<file path="src/rtl/aes_block_packer.sv">
// aes_block_packer: packs a byte stream into PKCS#7-padded 128-bit blocks and issues them to the AES core
module aes_block_packer #(
    parameter int SIZE_DATA = 128,
    parameter int SIZE_KEY  = 256,
    parameter int CNT_W     = 16
) (
    input  logic                 clk_i,
    input  logic                 rst_ni,
    input  logic                 s_valid_i,
    output logic                 s_ready_o,
    input  logic [7:0]           s_data_i,
    input  logic                 s_last_i,
    input  logic [SIZE_KEY-1:0]  key_i,
    input  logic [1:0]           type_i,
    output logic                 aes_ready_o,
    output logic [1:0]           aes_type_o,
    output logic [SIZE_DATA-1:0] plain_text_o,
    output logic [SIZE_KEY-1:0]  cipher_key_o,
    input  logic                 aes_done_i,
    output logic                 busy_o,
    output logic                 msg_done_o,
    output logic [CNT_W-1:0]     blk_cnt_o
);
    typedef enum logic [2:0] {IDLE, FILL, PAD, ISSUE, WAIT_DONE, PADFULL} state_e;
    state_e state_q, state_d;
    logic [3:0] idx_q, pad_n;
    logic full_pad_q, final_q, accept;
    assign accept = s_valid_i & s_ready_o;
    assign busy_o = state_q != IDLE;
    // idx_q holds k+1 after the last byte, so 16-idx_q is the pad value
    assign pad_n = 4'd0 - idx_q;
    always_comb begin
        state_d = state_q;
        unique case (state_q)
            IDLE:      if (accept) state_d = s_last_i ? PAD : FILL;
            FILL:      if (accept) state_d = idx_q == 4'd15 ? ISSUE : s_last_i ? PAD : FILL;
            PAD:       state_d = ISSUE;
            PADFULL:   state_d = ISSUE;
            ISSUE:     state_d = WAIT_DONE;
            WAIT_DONE: if (aes_done_i) state_d = full_pad_q ? PADFULL : final_q ? IDLE : FILL;
            default:   state_d = IDLE;
        endcase
    end
    always_ff @(posedge clk_i or negedge rst_ni) begin
        if (!rst_ni) begin
            state_q      <= IDLE;
            idx_q        <= 4'd0;
            full_pad_q   <= 1'b0;
            final_q      <= 1'b0;
            s_ready_o    <= 1'b0;
            aes_ready_o  <= 1'b0;
            msg_done_o   <= 1'b0;
            plain_text_o <= '0;
            cipher_key_o <= '0;
            aes_type_o   <= 2'd0;
            blk_cnt_o    <= '0;
        end else begin
            state_q     <= state_d;
            s_ready_o   <= state_d == IDLE || state_d == FILL;
            aes_ready_o <= state_d == WAIT_DONE;
            msg_done_o  <= state_q == WAIT_DONE && aes_done_i && !full_pad_q && final_q;
            if (accept) begin
                for (int i = 0; i < 16; i++)
                    if (4'(i) == idx_q) plain_text_o[SIZE_DATA-1-8*i -: 8] <= s_data_i;
                idx_q <= idx_q + 4'd1;
                if (state_q == IDLE) begin
                    cipher_key_o <= key_i;
                    aes_type_o   <= type_i;
                    blk_cnt_o    <= '0;
                    full_pad_q   <= 1'b0;
                    final_q      <= 1'b0;
                end
                if (state_q == FILL && idx_q == 4'd15 && s_last_i) full_pad_q <= 1'b1;
            end
            if (state_q == PAD) begin
                for (int i = 0; i < 16; i++)
                    if (4'(i) >= idx_q) plain_text_o[SIZE_DATA-1-8*i -: 8] <= {4'd0, pad_n};
                final_q <= 1'b1;
            end
            if (state_q == PADFULL) begin
                plain_text_o <= {(SIZE_DATA/8){8'h10}};
                full_pad_q   <= 1'b0;
                final_q      <= 1'b1;
            end
            if (state_q == ISSUE) blk_cnt_o <= &blk_cnt_o ? blk_cnt_o : blk_cnt_o + 1'b1;
            if (state_q == WAIT_DONE && aes_done_i) idx_q <= 4'd0;
        end
    end
endmodule

</file>
<file path="config.mk">
export PLATFORM = sky130hd
export DESIGN_NAME = aes_block_packer
export DESIGN_NICKNAME = d
export VERILOG_FILES = /design/src/rtl/aes_block_packer.sv
export SDC_FILE = /design/constraint.sdc
export NUM_CORES = 1
export LEC_CHECK = 0
export CORE_AREA = 10 10 252 254
export CTS_CLUSTER_DIAMETER = 50
export CTS_CLUSTER_SIZE = 12
export DETAILED_ROUTE_END_ITERATION = 8
export DIE_AREA = 0 0 262 264
export GPL_TIMING_DRIVEN = 0
export HOLD_SLACK_MARGIN = 0.08
export PLACE_DENSITY_LB_ADDON = 0.2
export SYNTH_ARGS = -nofsm -noshare
export SYNTH_HDL_FRONTEND = slang
export SYNTH_SLANG_ARGS = --single-unit
</file>
<file path="constraint.sdc">
create_clock -name clk_i -period 3.68 [get_ports clk_i]
set_input_delay 1.104 -clock clk_i [delete_from_list [all_inputs] [get_ports clk_i]]
set_output_delay 1.104 -clock clk_i [all_outputs]
set_load 0.02 [all_outputs]
</file>
==> metrics.log <==
[metrics] Synth-to-Final Area Change: 55.3%
[metrics] Primary FF master, synth: dfrtp_1
[metrics] number of buffers on the longest clock path: 3
[metrics] number of levels the H-tree was split into: 2
[metrics] clock tree from TritonCTS: done
[metrics] register-to-register setup slack: 0.53 ns
[metrics] clock slew seen by the registers of the worst setup and hold paths: 0.06 ns
[metrics] overall overflow remaining after global route: 0
[metrics] finished layout cell area: roughly 27000 sq um
[metrics] via count of the first global-routing pass: 16800
[metrics] width of the die: 262 um
[metrics] worst relative slew slack: 31.8%
[metrics] data required time of the worst path: approximately 2.6 ns
[metrics] M3 GR Usage: 7.99%
[metrics] average via count per standard cell: 4.74
[metrics] Chip Height: 264 um
[metrics] global routing's busiest layer: met2
[metrics] synthesis warning total: 0
[metrics] origin of the worst setup path: state_q[2]
[metrics] Critical Setup Path Class: flop to output pin
[metrics] crit path capture: busy_o
[metrics] Final Hold Slack: between 0.4 and 0.5 ns
[metrics] IR drop worst, VDD: between 0.4 and 0.5 mV
[metrics] area of the die: roughly 69000 sq um
[metrics] setup repair bufs after CTS: 0
[metrics] type of the worst min-delay path: flop to flop
[metrics] IO Count: 677
[metrics] register area share after synthesis: 60.1%
[metrics] layout cell share with drive strength beyond 1: between 6 and 7%
[metrics] Power Dens Cells: 951 nW/um^2
[metrics] Hold-fix buffers, CTS: 0
[metrics] highest achievable clock rate: approximately 300 MHz
[metrics] number of flip-flops and latches in the synthesized netlist: a little over 400
[metrics] Tot GR Track Use: between 20 and 25%
[metrics] pins over their slew limit: 0
[metrics] root buffer cell: clkbuf_16
[metrics] antenna violations before repair: 21
[metrics] Post-Syn Nets: 2111
[metrics] EDFF count, synth: 0
[metrics] Setup Viol. Count Final: 0
[metrics] synth unique cells: 58
[metrics] launch instance of the worst register-to-register path: idx_q[0]
[metrics] detailed-router iteration count before antenna repair: 5
[metrics] Crit path arrival time: 2.20 ns
[metrics] leakage power: between 0.01 and 0.015 uW
[metrics] largest cells by area after synthesis: dfrtp_1 (60%), nand2_1 (19%), mux2i_1 (5.8%)
[metrics] Worst setup SP type: flop
[metrics] Routability Congestion: 0.920
[metrics] number of placed instances, taps included: 3287
[metrics] Final HPWL DP: about 65000 um
[metrics] Worst-Skew Late Latency: 0.60 ns
[metrics] placement-stage cell area: 25100 sq um
[metrics] Resize count post-CTS: 0
[metrics] first-pass GRT wire length: 118000 um
[metrics] Worst R2R End: plain_text_o[41]
[metrics] number of clock buffers inserted by TritonCTS: 50
[metrics] core region area: 58500 sq um
[metrics] number of buffer cells added on primary ports: 675
[metrics] synthesized area per cell: 9.40 sq um
[metrics] initial standard-cell utilization of the core: 29.5%
[metrics] outcome: finished, final reports clean
[metrics] Final Skew: between 0.015 and 0.02 ns
[metrics] shortest clock period the worst path allows after layout: 3.31 ns
[metrics] Mapped Cells: 1836
[metrics] RSZ-0062 raised after global routing: no
[metrics] count of max-cap constraint violations: 0
[metrics] CP Max Fanout: 4
[metrics] Worst Reg-to-Reg Cells: 8
[metrics] number of hold violations in the final report: 0
[metrics] M1 GR Usage: 25.8%
[metrics] Detailed Route WL: 82200 um
[metrics] top cell type by total area after synthesis: dfrtp_1
[metrics] final instance count without filler cells: between 3000 and 4000
[metrics] pin count of the biggest net entering global routing: 115
[metrics] DRC: 0
[metrics] number of design-rule violations left by the first detailed-router iteration: 1054
[metrics] average routed wire per standard cell: about 24 um
[metrics] Tightest Pin Transition: 1.01 ns
[metrics] final clock period utilization by the worst path: 89.9%
[metrics] number of sinks handled by clock tree synthesis: slightly above 400
[metrics] number of nets in the layout: 2841
[metrics] kind of end point of the critical path: output pin
[metrics] Detail Route Antenna Nets: 0
[metrics] area fraction of the dominant cell type after synthesis: 60.1%
[metrics] cell area after synthesis: 17300 sq um
[metrics] routing usage on met2: around two fifths
[metrics] async set-reset flop share out of synthesis: 100%
[metrics] total number of vias: 16000
[metrics] FP Rows: just under 90
area by class of cell:
cell class / count / area, sq um
plain buffers: 104 / 473
inverters: 11 / 41.3
clock inverters: 27 / 389
clock buffers: 59 / 1330
well taps: 773 / 967
diodes: 9 / 22.5
multi-input cells: 1307 / 6380
fillers: 5574 / 31700
repair buffers: 678 / 6840
flip-flops and latches: 414 / 10400
sequential cells by signal, indices dropped and copies added (netlist names):
register and flops:
aes_ready_o 1, idx_q 4, state_q 3, plain_text_o 128
cipher_key_o 256, final_q 1, full_pad_q 1, blk_cnt_o 16
s_ready_o 1, msg_done_o 1, aes_type_o 2
synth_stat cells (all sizes together) (4+ instances only):
cell	n
a21o	10
and2	6
mux2	8
o31ai	4
nand4	5
nand3	17
xnor2	4
nor2	63
and3	5
nor3	25
mux2i	100
ha	4
a32oi	11
o21ai	46
or4	5
inv	11
dfrtp	414
nand2	855
a21oi	54
a211oi	26
nand2b	14
buf	73
nor2b	4
clkbuf	31
how the worst min path moves through the flow:
stage / from / to / slack, ns / cells past startpoint
after floorplan: final_q / final_q / 0.47 / 1
after global placement: cipher_key_o[148] / cipher_key_o[148] / 0.46 / 2
after detailed placement: cipher_key_o[207] / cipher_key_o[207] / 0.46 / 2
after CTS: cipher_key_o[222] / cipher_key_o[222] / 0.48 / 2
after global routing: cipher_key_o[147] / cipher_key_o[147] / 0.49 / 2
final: cipher_key_o[222] / cipher_key_o[222] / 0.47 / 2
logic make-up after synthesis:
| group | synth area share, % |
|---|---|
| simple gates | 23.9 |
| flops | 60.1 |
| compound gates | 6.29 |
| buf+inv | 2.98 |
| mux | 6.32 |
| xor+xnor | 0.203 |
| fa+ha+maj | 0.290 |
layer usage:
metal,vias up,wire length [um],share of wire [%]
met2,629,42200,51
met5,-,39,0.047
li1,7424,-,-
met1,7864,30800,37
met4,6,1880,2.3
met3,114,7330,8.9
metrics by stage:
stage               worst slack (ns)  utilization [%]  total power [uW]  setup TNS, ns
global route                   0.208             45.8             26900              0
finish                         0.373             45.8             25500              0
floorplan                       1.20                -             13600              0
CTS                            0.302             45.8             25700              0
detailed placement             0.307             42.9             20300              0
global placement              -17.44             42.7             20200       -7191.44
layout by cell type (no fill, tap or decap), drive strengths merged, types with 12 or more instances in the layout:
cell and count:
o21ai 46, dfrtp 414, buf 77, clkinv 12
mux2i 100, a21oi 54, a211oi 26, nand3 17
inv 17, clkbuf 90, nand2 855, nand2b 14
nor2 63, nor3 25, clkdlybuf4s50 674
worst max-delay path, cell delays in order (launching register included):
cell and delay (ns):
dfrtp_1 0.41, nor3_2 0.42, inv_1 0.13, clkdlybuf4s50_1 0.66
report_power, final:
part	internal [uW]	leakage, uW	switching [uW]
logic	5040	0.00645	7390
registers	6560	0.00520	1280
clock network	3150	0.000844	2080
total	14700	0.0125	10700
(Power assumes the default switching activity.)
